File: config.mk
export PLATFORM = sky130hd
export DESIGN_NAME = operand_skew_feeder_flat
export DESIGN_NICKNAME = d
export VERILOG_FILES = /design/src/rtl/operand_skew_feeder_if.sv /design/src/rtl/operand_skew_feeder.sv /design/src/flat_wrapper.sv
export SDC_FILE = /design/constraint.sdc
export NUM_CORES = 1
export LEC_CHECK = 0
export ABC_AREA = 1
export BUFFER_PORTS_ARGS = -buffer_cell sky130_fd_sc_hd__buf_4
export CAP_MARGIN = 30
export CORE_MARGIN = 1.5
export CORE_UTILIZATION = 35
export CTS_BUF_LIST = sky130_fd_sc_hd__clkbuf_4 sky130_fd_sc_hd__clkbuf_8
export DETAILED_ROUTE_END_ITERATION = 10
export GPL_ROUTABILITY_DRIVEN = 0
export HOLD_SLACK_MARGIN = 0.1
export MAX_ROUTING_LAYER = met4
export SYNTH_ARGS = -nofsm -noshare
export SYNTH_HDL_FRONTEND = slang
export SYNTH_SLANG_ARGS = --single-unit
File: constraint.sdc
create_clock -name clk -period 2.2 [get_ports clk]
set_clock_uncertainty 0.2 [all_clocks]
set_input_delay 0.33 -clock clk [delete_from_list [all_inputs] [get_ports clk]]
set_output_delay 0.33 -clock clk [all_outputs]
set_load 0.1 [all_outputs]
File: src/rtl/operand_skew_feeder_if.sv
// Bundle of the operand feeder's load/enable inputs and its skewed edge outputs.
//   master : array controller / operand buffers side (drives load, tiles, valid_en)
//   slave  : feeder side (drives row/column operands, valids, armed, feed_done)
// Packing: A[i][k] at a_mat_i[(i*K+k)*DW +: DW], B[k][j] at b_mat_i[(k*N+j)*DW +: DW],
//          row i at a_row_o[i*DW +: DW], column j at b_col_o[j*DW +: DW].
interface operand_skew_feeder_if #(
  parameter int unsigned N  = 4,
  parameter int unsigned K  = 4,
  parameter int unsigned DW = 8
);
  logic                load;
  logic [N*K*DW-1:0]   a_mat_i;
  logic [K*N*DW-1:0]   b_mat_i;
  logic                valid_en;
  logic [N*DW-1:0]     a_row_o;
  logic [N*DW-1:0]     b_col_o;
  logic [N-1:0]        a_vld_o;
  logic [N-1:0]        b_vld_o;
  logic                armed;
  logic                feed_done;

  modport master (
    output load, a_mat_i, b_mat_i, valid_en,
    input  a_row_o, b_col_o, a_vld_o, b_vld_o, armed, feed_done
  );

  modport slave (
    input  load, a_mat_i, b_mat_i, valid_en,
    output a_row_o, b_col_o, a_vld_o, b_vld_o, armed, feed_done
  );
endinterface

File: src/rtl/operand_skew_feeder.sv
// Diagonal-skew operand feeder for an N x N systolic array.
// Latches one A (N x K) and one B (K x N) tile on `load`, then issues K+N-1
// feed steps; at step t row i carries A[i][t-i] and column j carries B[t-j][j]
// whenever that inner index lies in [0, K), otherwise zero with valid low.
// Ports:
//   clk  - rising-edge clock
//   rst  - synchronous active-high reset
//   bus  - operand_skew_feeder_if.slave (load, tiles, valid_en, skewed outputs,
//          armed, feed_done); all outputs are registered.
// Build option: define OPERAND_SKEW_FEEDER_STALL_EN to let valid_en low stall
// an in-progress feed; without it valid_en only starts the feed.
module operand_skew_feeder #(
  parameter int unsigned N  = 4,
  parameter int unsigned K  = 4,
  parameter int unsigned DW = 8
) (
  input  logic                  clk,
  input  logic                  rst,
  operand_skew_feeder_if.slave  bus
);

  localparam int unsigned TW   = $clog2(K + N);
  localparam int unsigned LAST = K + N - 2;

  typedef enum logic [1:0] {
    IDLE,
    ARMED,
    FEED,
    DRAINED
  } state_t;

  state_t              state;
  logic [TW-1:0]       t;
  logic [N*K*DW-1:0]   a_lat;
  logic [K*N*DW-1:0]   b_lat;

  logic                feed_go;
  logic                issue;
  logic [N*DW-1:0]     a_row_n;
  logic [N*DW-1:0]     b_col_n;
  logic [N-1:0]        a_vld_n;
  logic [N-1:0]        b_vld_n;

`ifdef OPERAND_SKEW_FEEDER_STALL_EN
  assign feed_go = bus.valid_en;
`else
  assign feed_go = 1'b1;
`endif

  // Next-cycle edge operands. The skew is expressed as a search over (lane, k)
  // pairs with lane + k == t, which bounds the inner index without any
  // subtraction that could wrap.
  always_comb begin
    a_row_n = '0;
    b_col_n = '0;
    a_vld_n = '0;
    b_vld_n = '0;
    unique case (state)
      ARMED:   issue = bus.valid_en;
      FEED:    issue = feed_go;
      default: issue = 1'b0;
    endcase
    if (issue) begin
      for (int unsigned i = 0; i < N; i++) begin
        for (int unsigned k = 0; k < K; k++) begin
          if (32'(t) == i + k) begin
            a_row_n[i*DW +: DW] = a_lat[(i*K+k)*DW +: DW];
            a_vld_n[i]          = 1'b1;
            b_col_n[i*DW +: DW] = b_lat[(k*N+i)*DW +: DW];
            b_vld_n[i]          = 1'b1;
          end
        end
      end
    end
  end

  always_ff @(posedge clk) begin
    if (rst) begin
      state         <= IDLE;
      t             <= '0;
      a_lat         <= '0;
      b_lat         <= '0;
      bus.a_row_o   <= '0;
      bus.b_col_o   <= '0;
      bus.a_vld_o   <= '0;
      bus.b_vld_o   <= '0;
      bus.armed     <= 1'b0;
      bus.feed_done <= 1'b0;
    end else begin
      bus.a_row_o <= a_row_n;
      bus.b_col_o <= b_col_n;
      bus.a_vld_o <= a_vld_n;
      bus.b_vld_o <= b_vld_n;
      unique case (state)
        IDLE, DRAINED: begin
          if (bus.load) begin
            a_lat         <= bus.a_mat_i;
            b_lat         <= bus.b_mat_i;
            t             <= '0;
            bus.feed_done <= 1'b0;
            bus.armed     <= 1'b1;
            state         <= ARMED;
          end
        end
        ARMED, FEED: begin
          // ARMED issues step 0 with t already cleared, so both states share
          // the advance path.
          if (issue) begin
            if (32'(t) == LAST) begin
              state         <= DRAINED;
              bus.armed     <= 1'b0;
              bus.feed_done <= 1'b1;
            end else begin
              state <= FEED;
              t     <= t + 1'b1;
            end
          end
        end
        default: state <= IDLE;
      endcase
    end
  end

endmodule

File: src/flat_wrapper.sv
// flat-port wrapper written by rule: the top's interface ports become plain ports
module operand_skew_feeder_flat 
#(
  parameter int unsigned N  = 4,
  parameter int unsigned K  = 4,
  parameter int unsigned DW = 8
)
  (clk, rst, bus_load, bus_a_mat_i, bus_b_mat_i, bus_valid_en, bus_a_row_o, bus_b_col_o, bus_a_vld_o, bus_b_vld_o, bus_armed, bus_feed_done);
  operand_skew_feeder_if #(.N(N), .K(K), .DW(DW)) bus_i ();
  input  logic clk;
  input  logic rst;
  input wire logic [$bits(bus_i.load)-1:0] bus_load;
  input wire logic [$bits(bus_i.a_mat_i)-1:0] bus_a_mat_i;
  input wire logic [$bits(bus_i.b_mat_i)-1:0] bus_b_mat_i;
  input wire logic [$bits(bus_i.valid_en)-1:0] bus_valid_en;
  output wire logic [$bits(bus_i.a_row_o)-1:0] bus_a_row_o;
  output wire logic [$bits(bus_i.b_col_o)-1:0] bus_b_col_o;
  output wire logic [$bits(bus_i.a_vld_o)-1:0] bus_a_vld_o;
  output wire logic [$bits(bus_i.b_vld_o)-1:0] bus_b_vld_o;
  output wire logic [$bits(bus_i.armed)-1:0] bus_armed;
  output wire logic [$bits(bus_i.feed_done)-1:0] bus_feed_done;
  assign bus_i.load = bus_load;
  assign bus_i.a_mat_i = bus_a_mat_i;
  assign bus_i.b_mat_i = bus_b_mat_i;
  assign bus_i.valid_en = bus_valid_en;
  assign bus_a_row_o = bus_i.a_row_o;
  assign bus_b_col_o = bus_i.b_col_o;
  assign bus_a_vld_o = bus_i.a_vld_o;
  assign bus_b_vld_o = bus_i.b_vld_o;
  assign bus_armed = bus_i.armed;
  assign bus_feed_done = bus_i.feed_done;
  operand_skew_feeder #(.N(N), .K(K), .DW(DW)) u_core (.clk(clk), .rst(rst), .bus(bus_i));
endmodule
# After elaboration in Yosys (flattened, before gate mapping)
# Index checks and enable logic that the tools add are counted.
# classes
bitwise_logic,1
addsub,1
order_cmp,0
shift,0
reduce_logical,9
div,0
eq_ne,13
mul,0
mux,65
# ops
operator,n
$mux W8,32
$mux W1,23
$eq A3 B3 Y1 const B,3
$mux W3,3
$eq A3 B2 Y1 const B,2
$pmux W1 S2,3
$pmux W3 S2,1
$reduce_and A3 Y1,2
$reduce_or A2 Y1,3
$eq A2 B2 Y1 const B,2
$mux W2,2
$ne A2 B1 Y1 const B,2
$ne A2 B2 Y1 const B,2
$pmux W2 S2,1
$reduce_and A2 Y1,2
$add A3 B1 Y3 const B,1
$eq A3 B1 Y1 const B,1
$logic_not A3 Y1,1
$eq A2 B1 Y1 const B,1
$logic_not A2 Y1,1
$not A1 Y1,1
# word_totals
inputBits,260
mem_bits_rw,0
register_bits,331
elab_cells,98
latch_bits,0
mem_count,0
out_inout_bits,74
mem_bits_ro,0

# Depth between registers and ports, before layout
# logic_depth
word_depth,5
mapped_depth,11
mapped_depth_nobuf,9

# Worst setup path after synthesis
# Ideal clock, no wire load.
# synth_path
kind,reg2reg
start,register u_core.t[2]
end,register u_core.bus.a_row_o[15]
setup_ns,0.112
arrival_ns,1.633
t_required_ns,1.888
period_less_slack_ns,1.944
path_buffers,5
slack_ns,0.256
stages_incl_launch_ff,12
cell_sequence,dfxtp_1 buf_6 inv_4 buf_6 buf_4 ha_1 buf_2 nor2_4 buf_4 o21ai_0 nor2_1 nor2_1
# synth_via
elab_chain_cells,5
word_cells_on_any_way,8
cone_classes,eq/ne (4); mux (4)
# synth_rtl
item,line,source
start: declaration,operand_skew_feeder.sv:33,logic [TW-1:0] t;
start signal: assignment,operand_skew_feeder.sv:115,t <= t + 1'b1;
$eq A3 B1 Y1,operand_skew_feeder.sv:66,if (32'(t) == i + k) begin
$mux W8 (3 in series),operand_skew_feeder.sv:66,
$mux W8 *,operand_skew_feeder.sv:66,
end signal: assignment,operand_skew_feeder.sv:90,bus.a_row_o <= a_row_n;
end: declaration,operand_skew_feeder_if.sv:29,"output a_row_o, b_col_o, a_vld_o, b_vld_o, armed, feed_done"
# Every way passes the cells marked *; elsewhere a longest branch is shown, timed or not.
# A chain may end at the register's enable or synchronous reset.

# Worst setup path after layout
# layout_path
start,register u_core.state[0]
end,register u_core.b_lat[32]
# layout_via
elab_chain_cells,3
word_cells_on_any_way,4
cone_classes,eq/ne (1); reduce/logical (3)
# layout_rtl
item,line,source
start: declaration,operand_skew_feeder.sv:32,state_t state;
start signal: assignment,operand_skew_feeder.sv:79,state <= IDLE;
start signal: assignment,operand_skew_feeder.sv:102,state <= ARMED;
start signal: assignment,operand_skew_feeder.sv:110,state <= DRAINED;
$eq A2 B2 Y1 / $logic_not A2 Y1 (equally long branches),operand_skew_feeder.sv:94,unique case (state)
$reduce_or A2 Y1 *,operand_skew_feeder.sv:94,
$reduce_and A2 Y1 (no line) *,--,
end signal: assignment,operand_skew_feeder.sv:98,b_lat <= bus.b_mat_i;
end: declaration,operand_skew_feeder.sv:35,logic [K*N*DW-1:0] b_lat;
# Marks and branches as above.

==> impl_summary.md <==
Global route
The first global-routing pass estimated 72200 µm of wire. The initial antenna violation count is 3. Entering global routing, the biggest net connects 86 pins. Summed over all layers, the global routing overflow is 0. The number of global-route vias before repair came to 13900.

Across every metal layer, demand over resource in global routing totals 0.242.

Outcome
The run finished with clean final reports.

Critical path
In this design, the stage delay of the slowest critical-path cell is 0.58 ns. The worst setup path is launched from a flip-flop. Along the worst path, the maximum fanout reaches 25.

The classification of the worst setup path is flip-flop to flip-flop. The largest individual stage delay along the critical path comes from the cell sky130_fd_sc_hd__dlygate4sd3_1. Traced cell by cell, the critical path runs through inv_1 > ha_2 > nand2_8 > o21ai_0 > dlygate4sd3_1 > nor2_1. The required arrival time at the worst endpoint is 2.52 ns.

In this design, the largest share of critical-path delay is due to buffers and inverters. The arrival time at the worst endpoint is 2.41 ns. The endpoint of the worst register-to-register path is u_core.b_lat[32]$_SDFFE_PP0P_. The setup check on the worst reg-to-reg path leaves a slack of between 0.1 and 0.15 ns.

STA classifies the critical path endpoint as a flip-flop. The critical path contains buffers and inverters numbering 2 combined. The beginning of the worst register-to-register path is u_core.state[0]$_SDFFE_PP0P_. The number of stages on the worst setup path is 6. The number of cells on the worst reg-to-reg path is 6.

Final layout
The layout has 3457 filler cells. The core utilization of the finished layout is 0.544. The fraction of layout instances using a drive strength above 1 is 0.211.

The area added between synthesis and finish is 53.7%. The final layout contains 2649 nets.

Synthesis
The share of the synthesized area in the top cell type is 0.501. In the synthesized netlist, the cells that appear most often are sky130_fd_sc_hd__nor2_1 (482), sky130_fd_sc_hd__dfxtp_1 (331), sky130_fd_sc_hd__o21ai_0 (312). The synthesized instance count is ~1800. When the netlist entered floorplanning its net count stood at roughly 2100. Counting flops with a built-in enable in the synthesized netlist gives 0. The area of the mapped netlist is 0.0132 mm². The async set or reset register ratio after synthesis is 0.

The number of warnings reported in the yosys synthesis log is 0. The average cell area after synthesis is 7.32 µm². The cell taking the most area after synthesis is sky130_fd_sc_hd__dfxtp_1.

Synthesis inferred around 330 register bits. The most instantiated library cell after synthesis is sky130_fd_sc_hd__nor2_1. The part of the Yosys area used for sequential elements is 0.501. The netlist uses 28 different library cells. The top flip-flop cell by instance count after synthesis is sky130_fd_sc_hd__dfxtp_1. In the post-synthesis netlist, the biggest area contributors are sky130_fd_sc_hd__dfxtp_1 (50%), sky130_fd_sc_hd__nor2_1 (14%), sky130_fd_sc_hd__o21ai_0 (12%), sky130_fd_sc_hd__a21oi_1 (5.4%), sky130_fd_sc_hd__nand2_1 (4.7%).

Clocking
The number of buffers inserted during clock tree synthesis is 56. The register clock-pin slew on the reported worst setup and hold paths is 0.06 ns. The clock passes through at most 3 buffers. The clock root buffer is sky130_fd_sc_hd__clkbuf_8. CTS built an H-tree with a depth of 2. The clock drives 331 sinks. The clock tree from TritonCTS is done. For the worst-skew pair, the clock arrives at the later sink with an insertion delay of 0.64 ns.

Pwr
The reported net switching power is about 3.9 mW. The leakage power figure is 8.73 nW. The share of total power dissipated in sequential elements is 0.449. VDD sags by at most between 400 and 500 µV. The switching power share of the total is 0.260. The combinational power share is 0.153.

The clock share of power is 0.398. The internal power of the cells totals 11.1 mW. Dividing total power by cell area gives a power density of approximately 740 mW/mm².

The power consumption is 15.0 mW.

STA
Setup repair after global routing could not meet its margin everywhere. The maximum achievable frequency is around 480 MHz. The tightest hold path in the finished design has a slack of between 0.2 and 0.25 ns. The transition time of the tightest slew-check pin is about 0.45 ns. Dividing the final minimum period by the clock period gives 0.951. Setup violations remaining at the end of the flow were counted as 0. The final-report hold violation count is 0. The final number of max-transition violations is 0. Measured against its own limit, the worst slew margin works out to 0.698. The minimum clock period is 2.09 ns.

Setup slack on the critical path of the routed design comes to 0.107 ns.

Floorplanning
The initial core utilization is 0.354. The area enclosed by the die boundary is 0.0390 mm². Pin placement for this block handled 334 I/O pins. The die height is between 150 and 200 µm.

The floorplan step set the die width to just under 200 µm. The number of rows created at floorplan is 71. After floorplanning, the core was sized to cover 0.0374 mm².

Placed design
The pre-CTS worst setup slack is 0.108 ns. The count of buffers added on input and output ports is 333. The wire-length estimate of the detail-placed layout is 29400 µm.

Drt
In this run the remaining antenna-violating nets after routing total 0. The first routing iteration left 659 violations. In the routed design, unresolved DRC markers number 0. The total wire length after detailed routing is 46100 µm. The detailed router placed 14000 vias in this run. In the routed layout, each cell is associated on average with a via count of 4.75.

After detailed routing, the average wire length per cell comes to 15.7 µm. The detailed-routing iteration count for the pre-antenna-repair pass is 5.

Hold path
The path with the worst hold slack has its endpoint at u_core.a_lat[42]$_SDFFE_PP0P_. The worst hold path belongs to the class flip-flop to flip-flop. In this run the most critical hold path is launched from u_core.a_lat[42]$_SDFFE_PP0P_.

The cell depth of the worst min-delay path is 2.

Run
The max-capacitance violation count is 0.
==> state kept, by name (all words and copies together) (netlist names) <==
register / count
u_core.bus.a_row_o: 32
u_core.bus.feed_done: 1
u_core.bus.b_vld_o: 4
u_core.bus.b_col_o: 32
u_core.t: 3
u_core.state: 2
u_core.bus.armed: 1
u_core.b_lat: 128
u_core.a_lat: 128
==> layer usage <==
layer / wire length, µm / share of wire / track usage / up-vias
met5: 0 / 0 / - / -
met4: 2030 / 0.044 / 0.118 / 0
met3: 2950 / 0.064 / 0.0449 / 143
met2: 21700 / 0.47 / 0.397 / 507
met1: 19400 / 0.42 / 0.284 / 6347
li1: - / - / - / 6975
==> placed cells by master (no fill, tap or decap), types with 8 or more instances in the layout <==
cell type,Yosys,routed
sky130_fd_sc_hd__clkbuf_4,0,22
sky130_fd_sc_hd__nand3_1,44,44
sky130_fd_sc_hd__clkbuf_8,0,70
sky130_fd_sc_hd__a31oi_1,9,9
sky130_fd_sc_hd__nor3_1,9,9
sky130_fd_sc_hd__inv_1,102,102
sky130_fd_sc_hd__o21ai_0,312,312
sky130_fd_sc_hd__buf_12,0,23
sky130_fd_sc_hd__o21ai_1,21,21
sky130_fd_sc_hd__or2_2,8,8
sky130_fd_sc_hd__a21oi_1,143,143
sky130_fd_sc_hd__o21bai_1,8,8
sky130_fd_sc_hd__nor2_1,482,482
sky130_fd_sc_hd__nand2_1,165,165
sky130_fd_sc_hd__buf_4,11,357
sky130_fd_sc_hd__dfxtp_1,331,331
sky130_fd_sc_hd__dlygate4sd3_1,0,272
==> worst reg2reg max path, cell delays in order (launching register included) <==
cell and delay, ns:
sky130_fd_sc_hd__dfxtp_1 0.36, sky130_fd_sc_hd__inv_1 0.06, sky130_fd_sc_hd__ha_2 0.38, sky130_fd_sc_hd__nand2_8 0.16
sky130_fd_sc_hd__o21ai_0 0.21, sky130_fd_sc_hd__dlygate4sd3_1 0.59, sky130_fd_sc_hd__nor2_1 0.04
==> cell families after synthesis <==
kind of cell | count (synthesis) | share of synthesized area
buffers and inverters | 247 | 0.0828
AND/OR/NAND/NOR | 724 | 0.218
AO/OA/AOI/OAI | 495 | 0.190
adder cells (fa/ha/maj) | 9 | 0.00851
flip-flops | 331 | 0.501
==> repair_timing <==
action | CTS | global route
buffers inserted | 0 | 3
endpoints found under the setup margin | 0 | 14
hold buffers | 272 | 0
resized for setup | 0 | 2
endpoints found under the hold margin | 303 | 0
==> per-stage QoR <==
step / setup TNS (ns) / area (µm²) / std cells
after global placement: 0 / 16300 / 2558
final: 0 / 20300 / 2939
after global routing: -0.00108 / 20300 / 2939
after floorplan: 0 / 13200 / 1806
after CTS: 0 / 20300 / 2933
after detailed placement: 0 / 16300 / 2558
==> area by class of cell <==
type	instances	area, µm²	share of cell area
clock buffer	92	1130	0.0555
sequential	331	6630	0.326
inverter	111	434	0.0214
tap	511	639	0.0314
timing repair buffer	652	5860	0.288
clock inverter	11	110	0.00542
antenna	3	7.51	0.000369
multi-input combinational	1228	5520	0.272
==> worst max path at each step <==
stage | start | endpoint
after CTS | u_core.state[0]$_SDFFE_PP0P_ | u_core.b_lat[31]$_SDFFE_PP0P_
after global routing | u_core.state[0]$_SDFFE_PP0P_ | u_core.b_lat[35]$_SDFFE_PP0P_
final | u_core.state[0]$_SDFFE_PP0P_ | u_core.b_lat[32]$_SDFFE_PP0P_
after global placement | u_core.t[0]$_SDFFE_PP0P_ | u_core.bus.a_row_o[8]$_SDFF_PP0_
after detailed placement | u_core.t[0]$_SDFFE_PP0P_ | u_core.bus.a_row_o[8]$_SDFF_PP0_
after floorplan | u_core.t[2]$_SDFFE_PP0P_ | u_core.bus.a_row_o[15]$_SDFF_PP0_
==> power groups by stage <==
| stage | clock [mW] | combinational [mW] | sequential (mW) |
|---|---|---|---|
| finish | 5.98 | 2.30 | 6.76 |
| global route | 6.41 | 2.57 | 6.81 |
| CTS | 6.13 | 2.30 | 6.75 |
| detailed placement | 0 | 1.89 | 6.88 |
| global placement | 0 | 1.85 | 6.87 |
| floorplan | 0 | 1.08 | 6.86 |
Note: power is estimated with default switching activity, not from simulation.
